===== config.mk =====
export PLATFORM = sky130hd
export DESIGN_NAME = core_fetch
export DESIGN_NICKNAME = d
export VERILOG_FILES = /design/src/rtl/core_fetch.sv
export SDC_FILE = /design/constraint.sdc
export NUM_CORES = 1
export LEC_CHECK = 0
export ABC_AREA = 1
export BUFFER_PORTS_ARGS = -buffer_cell sky130_fd_sc_hd__buf_2
export CORE_ASPECT_RATIO = 1.4
export CORE_MARGIN = 3
export CORE_UTILIZATION = 54
export CTS_BUF_LIST = sky130_fd_sc_hd__clkbuf_2
export CTS_CLUSTER_SIZE = 14
export DETAILED_ROUTE_END_ITERATION = 8
export GPL_TIMING_DRIVEN = 0
export PLACE_DENSITY = 0.88
export SYNTH_ARGS = -nofsm -noshare
export SYNTH_HDL_FRONTEND = slang
export SYNTH_SLANG_ARGS = --single-unit

===== constraint.sdc =====
create_clock -name clk -period 4 [get_ports clk]
set_input_delay 0.8 -clock clk [delete_from_list [all_inputs] [get_ports clk]]
set_output_delay 0.8 -clock clk [all_outputs]
set_load 0.02 [all_outputs]

===== src/rtl/core_fetch.sv =====
// Instruction fetch: credit-limited bus requests, 2-entry in-order response buffer, registered decode output.
// Latency: grant -> response -> inst_out one edge after the response; hold freezes the output and credits stall fetching.
module core_fetch #(
    parameter logic [31:0] RESET_PC = 32'h0000_0000,
    parameter logic [31:0] NOP_INST = 32'h0000_0013
) (
    input  logic        clk,
    input  logic        rst,
    input  logic        jump_flag_in,
    input  logic [31:0] jump_addr_in,
    input  logic        hold_flag_in,
    output logic        ibus_req_out,
    output logic [31:0] ibus_addr_out,
    input  logic        ibus_gnt_in,
    input  logic        ibus_rvalid_in,
    input  logic [31:0] ibus_rdata_in,
    output logic        inst_valid_out,
    output logic [31:0] inst_out,
    output logic [31:0] inst_addr_out
);

    logic [31:0] fetch_pc_q, fetch_pc_d;
    logic [1:0]  out_cnt_q, out_cnt_d;
    logic        out_rd_q, out_rd_d, out_wr_q, out_wr_d;
    logic [31:0] out_addr_q [2];
    logic [3:0]  discard_q, discard_d;
    logic [1:0]  buf_cnt_q, buf_cnt_d;
    logic        buf_rd_q, buf_rd_d, buf_wr_q, buf_wr_d;
    logic [31:0] buf_addr_q [2];
    logic [31:0] buf_data_q [2];
    logic        req_en_q;
    logic        inst_valid_q, inst_valid_d;
    logic [31:0] inst_q, inst_d, inst_addr_q, inst_addr_d;

    logic        credit_ok, grant, rsp_keep, rsp_drop, advance, pop, bypass, push;
    logic [31:0] rsp_addr;

    assign credit_ok     = ({1'b0, out_cnt_q} + {1'b0, buf_cnt_q}) < 3'd2;
    assign ibus_req_out  = req_en_q & ~jump_flag_in & credit_ok;
    assign ibus_addr_out = fetch_pc_q & 32'hFFFF_FFFC;
    assign grant         = ibus_req_out & ibus_gnt_in;
    // Responses are in order, so the old stream's leftovers always arrive first.
    assign rsp_drop      = ibus_rvalid_in & (discard_q != 4'd0);
    assign rsp_keep      = ibus_rvalid_in & (discard_q == 4'd0);
    assign rsp_addr      = out_addr_q[out_rd_q];
    assign advance       = ~jump_flag_in & ~hold_flag_in;
    assign pop           = advance & (buf_cnt_q != 2'd0);
    assign bypass        = advance & (buf_cnt_q == 2'd0) & rsp_keep;
    assign push          = rsp_keep & ~jump_flag_in & ~bypass;

    assign inst_valid_out = inst_valid_q;
    assign inst_out       = inst_q;
    assign inst_addr_out  = inst_addr_q;

    always_comb begin
        fetch_pc_d   = fetch_pc_q;
        out_cnt_d    = out_cnt_q;
        out_rd_d     = out_rd_q;
        out_wr_d     = out_wr_q;
        discard_d    = discard_q;
        buf_cnt_d    = buf_cnt_q;
        buf_rd_d     = buf_rd_q;
        buf_wr_d     = buf_wr_q;
        inst_valid_d = inst_valid_q;
        inst_d       = inst_q;
        inst_addr_d  = inst_addr_q;
        if (jump_flag_in) begin
            fetch_pc_d   = jump_addr_in & 32'hFFFF_FFFC;
            // Everything still in flight becomes a discard; a response this cycle is one of them.
            discard_d    = discard_q + {2'b00, out_cnt_q} - {3'b000, ibus_rvalid_in};
            out_cnt_d    = 2'd0;
            out_rd_d     = 1'b0;
            out_wr_d     = 1'b0;
            buf_cnt_d    = 2'd0;
            buf_rd_d     = 1'b0;
            buf_wr_d     = 1'b0;
            inst_valid_d = 1'b0;
            inst_d       = NOP_INST;
        end else begin
            if (grant) begin
                fetch_pc_d = fetch_pc_q + 32'd4;
                out_wr_d   = ~out_wr_q;
            end
            if (rsp_keep) out_rd_d = ~out_rd_q;
            if (rsp_drop) discard_d = discard_q - 4'd1;
            out_cnt_d = out_cnt_q + {1'b0, grant} - {1'b0, rsp_keep};
            if (push) buf_wr_d = ~buf_wr_q;
            if (pop)  buf_rd_d = ~buf_rd_q;
            buf_cnt_d = buf_cnt_q + {1'b0, push} - {1'b0, pop};
            if (advance) begin
                if (pop) begin
                    inst_valid_d = 1'b1;
                    inst_d       = buf_data_q[buf_rd_q];
                    inst_addr_d  = buf_addr_q[buf_rd_q];
                end else if (bypass) begin
                    inst_valid_d = 1'b1;
                    inst_d       = ibus_rdata_in;
                    inst_addr_d  = rsp_addr;
                end else begin
                    inst_valid_d = 1'b0;
                    inst_d       = NOP_INST;
                end
            end
        end
    end

    always_ff @(posedge clk or posedge rst) begin
        if (rst) begin
            fetch_pc_q   <= RESET_PC;
            out_cnt_q    <= 2'd0;
            out_rd_q     <= 1'b0;
            out_wr_q     <= 1'b0;
            discard_q    <= 4'd0;
            buf_cnt_q    <= 2'd0;
            buf_rd_q     <= 1'b0;
            buf_wr_q     <= 1'b0;
            req_en_q     <= 1'b0;
            inst_valid_q <= 1'b0;
            inst_q       <= NOP_INST;
            inst_addr_q  <= 32'd0;
        end else begin
            fetch_pc_q   <= fetch_pc_d;
            out_cnt_q    <= out_cnt_d;
            out_rd_q     <= out_rd_d;
            out_wr_q     <= out_wr_d;
            discard_q    <= discard_d;
            buf_cnt_q    <= buf_cnt_d;
            buf_rd_q     <= buf_rd_d;
            buf_wr_q     <= buf_wr_d;
            req_en_q     <= 1'b1;
            inst_valid_q <= inst_valid_d;
            inst_q       <= inst_d;
            inst_addr_q  <= inst_addr_d;
        end
    end

    // Storage only; validity is carried by the reset counters above.
    always_ff @(posedge clk) begin
        if (grant) out_addr_q[out_wr_q] <= ibus_addr_out;
        if (push) begin
            buf_addr_q[buf_wr_q] <= rsp_addr;
            buf_data_q[buf_wr_q] <= ibus_rdata_in;
        end
    end

endmodule


==> metrics.cfg, run 1 <==
[synthesis]
synth_compound_area_frac = 0.0591
synthTopCellsByArea = sky130_fd_sc_hd__edfxtp_1 (44%), sky130_fd_sc_hd__dfrtp_1 (21%), sky130_fd_sc_hd__nand2_1 (10%)
most_numerous_cell_in_the_yosys_netlist = sky130_fd_sc_hd__nand2_1
synth_top_area_frac = 0.444
synth.mux.area_fraction = 0.00804
synthAdderAreaFrac = 0.0163
ys_warn_count = 0
seq_area_frac_synth = 0.657
leading_area_contributor_after_synthesis = sky130_fd_sc_hd__edfxtp_1
synth-edff-count = 184
post_synth_top_flop = sky130_fd_sc_hd__edfxtp_1
synth.cells.most_frequent = sky130_fd_sc_hd__nand2_1 (339), sky130_fd_sc_hd__edfxtp_1 (184), sky130_fd_sc_hd__nor2_1 (130)
xor_xnor_cell_area_share_of_the_yosys_netlist = 0.00633
area_share_of_and_or_nand_nor_cells_after_synthesis = 0.211
postSynth.asyncResetShare = 0.366
synth.lib_cells_used.distinct = 37
postSynthCellCount = 1202
postSynthRegisterBits = 290
post_synth.cell_area_avg_um2 = 10.4
combined_area_of_all_synthesized_cells_um2 = 12500
largest_family_of_logic_cells_by_synthesized_area = simple AND/OR/NAND/NOR gates

[min_path]
timing.hold.worst.class = primary input to register

[clock_network]
worst_skew_pair.late_latency_ns = 0.82
cts_hold_buf = 1
max-clock-path-buffers = 3
clkSlewWorstSetupHoldPaths_ns = 0.11
clkSinkCount = 290
cts-resized-gates = 0
htree_num_levels = 3
tritoncts = done
cts_buffers = 67
cts_root_buf = sky130_fd_sc_hd__clkbuf_2
post-cts-setup-buffers = 0

[routing]
postRouteWirelength_um = 31200
wire_per_inst_um = 17.4
number_of_remaining_drc_errors = 0
drt.antenna.violating_nets = 0
vias = 9783
first_iter_violations = 773
drt-vias-per-instance = 5.44
drt-pass1-iter-count = 6

[grt]
grt_remaining_overflow = 0
grt_pass1_vias = 9783
groute.usage.overall = 0.253
grt_start_max_net_pins = 69
initial_antenna_violation_count = 1
grt_pass1_wl_um = 49300

[timing]
min_period_over_period = 0.841
postLayoutSetupSlackWorst_ns = 0.634
timing.slew.headroom = 0.425
setup-tns-final_ns = 0
setup_failing_eps_final = 0
finalClockSkew_ns = 0.0684
final_hold_viol_count = 0
final_number_of_max_transition_violations = 0
clock.fmax_mhz = 297
transition_at_the_pin_with_the_smallest_max_transition_slack_ns = 0.860
finalCriticalPeriod_ns = 3.37
rsz_0062_raised_after_global_routing = no

[layout]
seqCellArea_um2 = 8180
fin_util = 0.639
finish.net_count = 1527
final-instance-count-excl-fill = 1797
flow.area_growth_from_synthesis_pct = 16.1
multi_input_area_um2 = 3780
share_of_layout_cells_above_drive_strength_1 = 0.238
fillCellCount = 1743

[critical_path]
data_arrival_at_the_endpoint_of_the_critical_path_ns = 2.57
cp-startpoint = out_cnt_q[0]$_DFF_PP0_
critical_path.reg2reg.startpoint = out_cnt_q[0]$_DFF_PP0_
crit_chain = nand2_1 -> inv_1 -> fa_1 -> nor2_1 -> nand3_1 -> inv_1 -> buf_2
required_ns = 3.20
worstRegToRegCells = 7
critical_path_class = register to output port
timing.critical_path.to = ibus_req_out
critical-path-top-delay-family = simple AND/OR/NAND/NOR gates
crit_path_top_delay_cell = sky130_fd_sc_hd__fa_1
critical-path-max-stage-delay_ns = 0.44
timing.rr.end = out_addr_q[1][7]$_DFFE_PP_
timing.critical_path.depth = 7
cp-end-kind = output port
worst_setup_sp_type = register
wp_buf_inv = 3
crit_fanout = 3
setup.reg_to_reg.worst_slack_ns = 1.16
path_common_cell = sky130_fd_sc_hd__inv_1

[placement]
numPortBuffers = 161
final_wtd_congestion = 0.929
placement.setup.worst_slack_ns = 1.13
placedCellCount = 1673
hpwl_um = 22000

[power_and_ir_drop]
internal_power_mw = 4.83
static-leakage-power_nw = 6.45
power_per_cell_area_nw_per_um2 = 502
switching_share = 0.334
clock_network_power_share = 0.258
switching_power_mw = 2.43
power.share.sequential = 0.518
ir_worst_vdd_mv = 0.228
p_total_mw = 7.26
comb_power_share = 0.223

[floorplan]
fp.coreArea_um2 = 22600
design.die.area_um2 = 24900
initial_utilization = 0.551
floorplan.io_pins = 168
placementRows = 65
die_y_um = 186
die_x_um = 134

[status]
run_status = finished clean

[flow_run]
maximum_capacitance_violations = 0

[per-stage QoR]
| step | hold slack, ns | area, µm² |
|---|---|---|
| finish | 0.180 | 14500 |
| global route | 0.102 | 14500 |
| CTS | 0.116 | 14400 |
| detailed placement | 0.462 | 13800 |
| global placement | 0.462 | 13600 |
| floorplan | 0.465 | 12500 |
[logic make-up after synthesis]
| logic type | Yosys count |
|---|---|
| mux | 10 |
| xor+xnor | 9 |
| other cells | 2 |
| compound gates | 128 |
| buf+inv | 122 |
| flops | 290 |
| fa+ha+maj | 15 |
| simple gates | 626 |
[cell usage in the layout, fill, tap and decap left out, drive strengths merged, types with 13 or more instances in the layout]
cell      n
clkbuf  129
nor2    134
edfxtp  184
inv      70
or2      24
o21ai    82
nand3   117
o211ai   26
buf     199
ha       13
nand2   343
dfrtp   103
[power by group through the flow]
stage                     Sequential [mW]  Clock (mW)  Combinational, mW
after floorplan                      4.03           0              0.773
after detailed placement             3.83           0               1.61
after global routing                 3.80        2.05               1.79
after global placement               3.82           0               1.51
final                                3.76        1.88               1.62
after CTS                            3.76        1.91               1.62
[layout make-up]
type / instances / share of cell area
clock buffer: 107 / 0.0371
buffer: 54 / 0.0184
tap: 301 / 0.0261
clock inverter: 14 / 0.00580
inverter: 68 / 0.0180
timing repair buffer: 168 / 0.0663
antenna: 2 / 0.000346
sequential: 290 / 0.566
multi-input combinational: 793 / 0.262
[layer usage]
metal	track usage	vias up	share of wire
met5	0	-	0
met4	0.131	0	0.040
met3	0.0479	104	0.075
met2	0.449	496	0.52
met1	0.292	4618	0.36
li1	-	4565	-
[sequential cells by signal, indices dropped and copies added, names as in the netlist]
register / cells
buf_data_q: 64
buf_addr_q: 60
out_addr_q: 60
inst_out: 32
fetch_pc_q: 30
inst_addr_out: 30
discard_q: 4
buf_cnt_q: 2
out_cnt_q: 2
buf_rd_q: 1
buf_wr_q: 1
inst_valid_out: 1
out_rd_q: 1
out_wr_q: 1
req_en_q: 1
[worst min-delay path by stage]
stage                                        from                       endpoint  slack [ns]  depth (start not counted)
finish                          ibus_rdata_in[30]    buf_data_q[0][30]$_DFFE_PP_        0.18                          1
global route                     ibus_rdata_in[4]     buf_data_q[1][4]$_DFFE_PP_        0.10                          1
global placement     inst_addr_out[7]$_DFFE_PP0P_   inst_addr_out[7]$_DFFE_PP0P_        0.46                          2
floorplan             buf_data_q[1][10]$_DFFE_PP_       inst_out[10]$_DFFE_PP0P_        0.46                          2
detailed placement  inst_addr_out[27]$_DFFE_PP0P_  inst_addr_out[27]$_DFFE_PP0P_        0.46                          2
CTS                             ibus_rdata_in[25]    buf_data_q[1][25]$_DFFE_PP_        0.12                          1
Note: power is estimated with default switching activity, not from simulation.
==> inputs of run 2 (changes only) <==
--- a/config.mk
+++ b/config.mk
@@ -9,7 +9,7 @@
 export BUFFER_PORTS_ARGS = -buffer_cell sky130_fd_sc_hd__buf_2
 export CORE_ASPECT_RATIO = 1.4
 export CORE_MARGIN = 3
-export CORE_UTILIZATION = 54
+export CORE_UTILIZATION = 57
 export CTS_BUF_LIST = sky130_fd_sc_hd__clkbuf_2
 export CTS_CLUSTER_SIZE = 14
 export DETAILED_ROUTE_END_ITERATION = 8
==> constraint.sdc (replaced) <==
create_clock -name clk -period 3.5 [get_ports clk]
set_input_delay 0.7 -clock clk [delete_from_list [all_inputs] [get_ports clk]]
set_output_delay 0.7 -clock clk [all_outputs]
set_load 0.02 [all_outputs]
==> run 2 against run 1 <==
Register-to-register slack got worse by 0.50 ns. Core utilization increased by 4.0 points. Design area increased by 0.39%. Non-clock buffer count increased by 3. Critical path type unchanged. Critical endpoint unchanged. Largest cell class unchanged. Highest routed layer unchanged.
==> metrics.cfg, run 2 (same netlist as run 1, synthesis figures left out) <==
[routing]
drt-vias-per-instance = 5.48  ; +0.75%
wire_per_inst_um = 17.7  ; +1.7%
number_of_remaining_drc_errors = 0  ; unchanged
first_iter_violations = 810  ; +4.8%
drt.antenna.violating_nets = 0  ; unchanged
postRouteWirelength_um = 31700  ; +1.3%
vias = 9823  ; +0.41%
drt-pass1-iter-count = 5  ; -1

[grt]
grt_util_met3 = 0.0571  ; +0.00922
initial_antenna_violation_count = 2  ; +1
grt_most_used_layer = met2
grt_start_max_net_pins = 91  ; +32%
grt_pass1_vias = 10100  ; +2.8%
grt.met1_usage = 0.301  ; +0.00970
groute.usage.overall = 0.266  ; +0.0136
grt_pass1_wl_um = 49200  ; about the same
grt_remaining_overflow = 0  ; unchanged
global_route_met2_utilization = 0.472  ; +0.0232

[power_and_ir_drop]
ir_worst_vdd_mv = 0.260  ; +14%
power.share.sequential = 0.515  ; -0.003
clock_network_power_share = 0.265  ; +0.007
comb_power_share = 0.220  ; -0.003
power_per_cell_area_nw_per_um2 = 577  ; +15%
switching_share = 0.335  ; +0.000588
static-leakage-power_nw = 6.47  ; +0.45%
internal_power_mw = 5.57  ; +15%
p_total_mw = 8.38  ; +15%
switching_power_mw = 2.80  ; +16%

[clock_network]
cts-resized-gates = 0  ; unchanged
max-clock-path-buffers = 3  ; unchanged
htree_num_levels = 3  ; unchanged
cts_buffers = 66  ; -1.5%
clkSinkCount = 290  ; unchanged
cts_root_buf = sky130_fd_sc_hd__clkbuf_2
tritoncts = done
worst_skew_pair.late_latency_ns = 0.81  ; about the same
clkSlewWorstSetupHoldPaths_ns = 0.11  ; about the same

[placement]
hpwl_um = 22200  ; +0.93%
numPortBuffers = 161  ; unchanged
final_wtd_congestion = 0.892  ; -4.0%

[min_path]
timing.hold.worst.class = primary input to register

[timing]
timing.slew.headroom = 0.535  ; +0.110
timing.hold.ws_ns = 0.0811  ; -0.0988 ns
transition_at_the_pin_with_the_smallest_max_transition_slack_ns = 0.697  ; -0.163 ns
final_number_of_max_transition_violations = 0  ; unchanged
setup_failing_eps_final = 0  ; unchanged
rsz_0062_raised_after_global_routing = no
finalClockSkew_ns = 0.0844  ; +0.0160 ns
clock.fmax_mhz = 322
finalCriticalPeriod_ns = 3.11
final_hold_viol_count = 0  ; unchanged
min_period_over_period = 0.888

[floorplan]
die_x_um = 131  ; -2.5%
placementRows = 63  ; -3.1%
floorplan.io_pins = 168  ; unchanged
design.die.area_um2 = 23700  ; -5.1%
fp.coreArea_um2 = 21400  ; -5.5%
initial_utilization = 0.583  ; +0.0322
die_y_um = 181  ; -2.6%

[critical_path]
critical_path_class = register to output port
worst_setup_sp_type = register
crit_fanout = 3  ; unchanged
data_arrival_at_the_endpoint_of_the_critical_path_ns = 2.41  ; -0.16 ns
required_ns = 2.80  ; -0.40 ns
cp-end-kind = output port

[layout]
reg.largest.list = buf_data_q x64, buf_addr_q x60, out_addr_q x60
flow.area_growth_from_synthesis_pct = 16.5
largest_register = buf_data_q
layout_common_cells = sky130_fd_sc_hd__nand2_1 (339), sky130_fd_sc_hd__edfxtp_1 (184), sky130_fd_sc_hd__buf_2 (182)
leading_cell_type_in_the_layout_fill_and_taps_excluded = sky130_fd_sc_hd__nand2_1
fin_util = 0.679  ; +0.0400
share_of_layout_cells_above_drive_strength_1 = 0.236  ; -0.00181
largest_reg_flops = 64  ; unchanged
finish.net_count = 1529  ; +0.13%

[status]
run_status = finished clean

[flow_run]
maximum_capacitance_violations = 0  ; unchanged

-- run 2: cell count changes in the layout (fill, tap and decap cells not counted), sizes merged --
cell         before  now
clkbuf          129  124
clkinv           10   14
dlygate4sd3       1    3
buf             199  200
bufinv            1    2
clkinvlp          1    0
inv              70   71
-- run 2: layout make-up --
class,instances,area (µm²)
Fill cell,1552,6850
Antenna cell,2,5.00
Tap cell,292,365
Inverter,68,260
Multi-Input combinational cell,793,3780
Timing Repair Buffer,171,1010
Clock buffer,102,510
Clock inverter,19,126
Buffer,54,267
Sequential cell,290,8180
-- run 2: critical path: stages, from the launching register on --
cell	delay (ns)
sky130_fd_sc_hd__dfrtp_1	0.43
sky130_fd_sc_hd__nand2_1	0.07
sky130_fd_sc_hd__inv_1	0.05
sky130_fd_sc_hd__fa_1	0.43
sky130_fd_sc_hd__nor2_1	0.24
sky130_fd_sc_hd__nand3_1	0.17
sky130_fd_sc_hd__inv_1	0.09
sky130_fd_sc_hd__buf_2	0.16
-- run 2: what timing repair did --
item                      4_1_cts  5_1_grt
hold endpoints to repair       20        0
hold buffers                    3        0
setup buffers                   0        0
-- run 2: per-stage QoR --
stage	area, µm²	setup slack, ns	TNS (ns)	instances
finish	14500	0.391	0	1791
detailed placement	13800	0.534	0	1665
CTS	14500	0.318	0	1789
global route	14500	0.219	0	1791
floorplan	12500	-0.770	-95.45	1205
global placement	13600	-2.53	-485.37	1658
-- run 2: path summary, 6_finish.rpt --
| path | from | end | slack (ns) | cells past startpoint |
|---|---|---|---|---|
| max in group asynchronous | rst | inst_addr_out[15]$_DFFE_PP0P_ | 2.35 | 4 |
| worst min-delay path | ibus_rdata_in[1] | buf_data_q[0][1]$_DFFE_PP_ | 0.08 | 1 |
| worst max-delay path | buf_cnt_q[0]$_DFF_PP0_ | ibus_req_out | 0.39 | 7 |
| worst min register to register | buf_data_q[1][31]$_DFFE_PP_ | inst_out[31]$_DFFE_PP0P_ | 0.44 | 2 |
| min in group asynchronous | rst | out_wr_q$_DFFE_PP0P_ | 0.34 | 3 |
| worst max register to register | discard_q[0]$_DFFE_PP0P_ | buf_data_q[1][31]$_DFFE_PP_ | 0.66 | 9 |
-- run 2: power groups by stage --
stage | registers [mW] | clock network, mW | logic (mW)
2_1_floorplan | 4.61 | 0 | 0.883
3_3_place_gp | 4.36 | 0 | 1.72
3_5_place_dp | 4.38 | 0 | 1.83
4_1_cts | 4.31 | 2.25 | 1.84
5_1_grt | 4.35 | 2.44 | 2.05
6_report | 4.31 | 2.22 | 1.85
-- run 2: routing by layer --
| layer | wire [µm] | share of wire |
|---|---|---|
| met5 | 0 | 0 |
| met4 | 1110 | 0.035 |
| met3 | 2520 | 0.080 |
| met2 | 16700 | 0.53 |
| met1 | 11300 | 0.36 |
==> inputs of run 3 (changes only) <==
--- a/config.mk
+++ b/config.mk
@@ -5,7 +5,6 @@
 export SDC_FILE = /design/constraint.sdc
 export NUM_CORES = 1
 export LEC_CHECK = 0
-export ABC_AREA = 1
 export BUFFER_PORTS_ARGS = -buffer_cell sky130_fd_sc_hd__buf_2
 export CORE_ASPECT_RATIO = 1.4
 export CORE_MARGIN = 3
==> run 3 against run 2 <==
Synthesized area is 2.4% lower. Synthesized cell count decreased by 29%. Non-clock buffer count down 4. Register-to-register slack worse by 0.39 ns. Hold slack improved by 0.036 ns. Clock skew is 0.0071 ns lower. Largest power group unchanged.
==> metrics.cfg, run 3 <==
[status]
run_status = finished clean

[grt]
grt_pass1_vias = 8570  ; -15%
grt_remaining_overflow = 0  ; unchanged
groute.usage.overall = 0.250  ; -0.0159
grt_pass1_wl_um = 44500  ; -9.5%
initial_antenna_violation_count = 2  ; unchanged
grt_start_max_net_pins = 56  ; -38%

[routing]
drt.antenna.violating_nets = 0  ; unchanged
vias = 8307  ; -15%
first_iter_violations = 653  ; -19%
number_of_remaining_drc_errors = 0  ; unchanged
drt-vias-per-instance = 5.90  ; +7.6%
drt-pass1-iter-count = 5  ; unchanged
wire_per_inst_um = 20.5  ; +16%
postRouteWirelength_um = 28800  ; -9.1%

[layout]
share_of_layout_cells_above_drive_strength_1 = 0.310  ; +0.0734
finish.net_count = 1180  ; -23%
layout_common_cells = sky130_fd_sc_hd__edfxtp_1 (184), sky130_fd_sc_hd__buf_2 (166), sky130_fd_sc_hd__dfrtp_1 (103)
leading_cell_type_in_the_layout_fill_and_taps_excluded = sky130_fd_sc_hd__edfxtp_1
reg.largest.list = buf_data_q x64, buf_addr_q x60, out_addr_q x60
fin_util = 0.683  ; +0.00341
flow.area_growth_from_synthesis_pct = 16.3
largest_reg_flops = 64  ; unchanged
largest_register = buf_data_q

[timing]
min_period_over_period = 0.964  ; +0.0760
clock.fmax_mhz = 296  ; -7.9%
setup_failing_eps_final = 0  ; unchanged
transition_at_the_pin_with_the_smallest_max_transition_slack_ns = 0.965  ; +0.268 ns
timing.slew.headroom = 0.353  ; -0.182
rsz_0062_raised_after_global_routing = no
final_hold_viol_count = 0  ; unchanged
setup-tns-final_ns = 0  ; unchanged
final_number_of_max_transition_violations = 0  ; unchanged
finalCriticalPeriod_ns = 3.37  ; +0.266 ns
finalClockSkew_ns = 0.0773  ; -0.00707 ns

[power_and_ir_drop]
power_per_cell_area_nw_per_um2 = 577  ; about the same
ir_worst_vdd_mv = 0.269  ; +3.5%
static-leakage-power_nw = 5.75  ; -11%
p_total_mw = 8.16  ; -2.6%

[floorplan]
fp.coreArea_um2 = 20700  ; -3.0%
design.die.area_um2 = 23100  ; -2.3%
floorplan.io_pins = 168  ; unchanged
initial_utilization = 0.587  ; +0.00384
die_x_um = 129  ; -1.2%
placementRows = 62  ; -1.6%
die_y_um = 179  ; -1.2%

[synthesis]
postSynthRegisterBits = 290  ; unchanged
combined_area_of_all_synthesized_cells_um2 = 12200  ; -2.4%
seq_area_frac_synth = 0.673  ; +0.0162
postSynthCellCount = 855  ; -29%
synthTopCellsByArea = sky130_fd_sc_hd__edfxtp_1 (45%), sky130_fd_sc_hd__dfrtp_1 (21%), sky130_fd_sc_hd__mux2i_1 (6.2%)
synth-edff-count = 184  ; unchanged
leading_area_contributor_after_synthesis = sky130_fd_sc_hd__edfxtp_1
post_synth_top_flop = sky130_fd_sc_hd__edfxtp_1
synth_top_area_frac = 0.455  ; +0.0109
synth.lib_cells_used.distinct = 56  ; +51%
postSynth.asyncResetShare = 0.366  ; unchanged
most_numerous_cell_in_the_yosys_netlist = sky130_fd_sc_hd__edfxtp_1
ys_warn_count = 0  ; unchanged
synth.cells.most_frequent = sky130_fd_sc_hd__edfxtp_1 (184), sky130_fd_sc_hd__dfrtp_1 (103), sky130_fd_sc_hd__mux2i_1 (75)
post_synth.cell_area_avg_um2 = 14.2  ; +37%

[clock_network]
clkSlewWorstSetupHoldPaths_ns = 0.12  ; about the same
clkSinkCount = 290  ; unchanged
worst_skew_pair.late_latency_ns = 0.79  ; -0.02 ns
tritoncts = done
cts_buffers = 66  ; unchanged
cts_root_buf = sky130_fd_sc_hd__clkbuf_2
htree_num_levels = 3  ; unchanged
max-clock-path-buffers = 3  ; unchanged

[flow_run]
maximum_capacitance_violations = 0  ; unchanged

[critical_path]
data_arrival_at_the_endpoint_of_the_critical_path_ns = 2.67  ; +0.26 ns
critical-path-top-delay-family = simple AND/OR/NAND/NOR gates
worst_setup_sp_type = register
required_ns = 2.80  ; about the same
crit_path_top_delay_cell = sky130_fd_sc_hd__or4b_4
critical_path_class = register to output port
crit_chain = and2_1 -> fa_1 -> or4b_4 -> inv_4 -> buf_6
cp-end-kind = output port
setup.reg_to_reg.worst_slack_ns = 0.27  ; -0.39 ns
wp_buf_inv = 2  ; -1
critical-path-max-stage-delay_ns = 0.61  ; +0.18 ns
crit_fanout = 6  ; +3

[placement]
numPortBuffers = 161  ; unchanged
final_wtd_congestion = 0.918  ; +3.0%
hpwl_um = 19400  ; -13%

[min_path]
timing.hold.worst.class = primary input to register

run 3: changes by cell type after synthesis, sizes merged, moves of 9 or more:
cell	delta
o211ai	-17
nand4	+11
or2	-21
o311ai	+9
nor2	-59
nand3	-95
o32ai	+15
o21ai	-66
inv	-39
or4	+12
mux2i	+65
mux2	+52
a221o	+34
nand2	-304
run 3: per-layer routing:
| layer | up-vias | share of wire | GRT usage |
|---|---|---|---|
| li1 | 3778 | - | - |
| met1 | 3998 | 0.36 | 0.286 |
| met2 | 446 | 0.53 | 0.441 |
| met3 | 85 | 0.079 | 0.0545 |
| met4 | 0 | 0.039 | 0.124 |
| met5 | - | 0 | 0 |
run 3: kinds of logic after synthesis:
logic type | Yosys count | share of synthesized area
flops | 290 | 0.673
buf+inv | 81 | 0.0284
xor+xnor | 10 | 0.00721
mux | 127 | 0.110
fa+ha+maj | 15 | 0.0167
simple gates | 213 | 0.0872
compound gates | 117 | 0.0767
other cells | 2 | 0.000618
run 3: area by class of cell:
type	count	area [µm²]
Inverter	28	110
Fill cell	1451	6570
Buffer	52	233
Antenna cell	2	5.00
Timing Repair Buffer	169	945
Sequential cell	290	8180
Tap cell	256	320
Clock inverter	21	163
Clock buffer	101	505
Multi-Input combinational cell	488	3680
run 3: where the power goes:
part	switching [mW]	total, mW	internal, mW
logic	1.01	1.64	0.626
clock network	1.29	2.28	0.991
registers	0.247	4.24	3.99
run 3: what timing repair did:
action | in CTS | in global routing
pin swaps | 1 | 1
cloned | 1 | 0
endpoints found under the hold margin | 3 | 0
resized for setup | 5 | 1
setup buffers | 2 | 0
hold buffers | 1 | 0
endpoints found under the setup margin | 31 | 1
run 3: path summary, 6_finish.rpt:
kind | start | to | cells after the start
worst max-delay path | out_cnt_q[0]$_DFF_PP0_ | ibus_req_out | 5
worst min-delay path | ibus_rdata_in[3] | buf_data_q[0][3]$_DFFE_PP_ | 1
worst max register to register | out_cnt_q[0]$_DFF_PP0_ | out_cnt_q[1]$_DFF_PP0_ | 12
worst min register to register | inst_valid_out$_DFFE_PP0P_ | inst_valid_out$_DFFE_PP0P_ | 1
max in group asynchronous | rst | inst_out[4]$_DFFE_PP1P_ | 4
min in group asynchronous | rst | inst_addr_out[4]$_DFFE_PP0P_ | 3
run 3: metrics by stage:
stage,std cells,setup slack [ns],hold slack [ns],area (µm²)
2_1_floorplan,858,-0.962,0.484,12200
3_3_place_gp,1275,-2.81,0.455,13300
3_5_place_dp,1280,-0.0189,0.474,13400
4_1_cts,1406,0.0134,0.0357,14100
5_1_grt,1407,0.0298,0.0599,14100
6_report,1407,0.125,0.117,14100
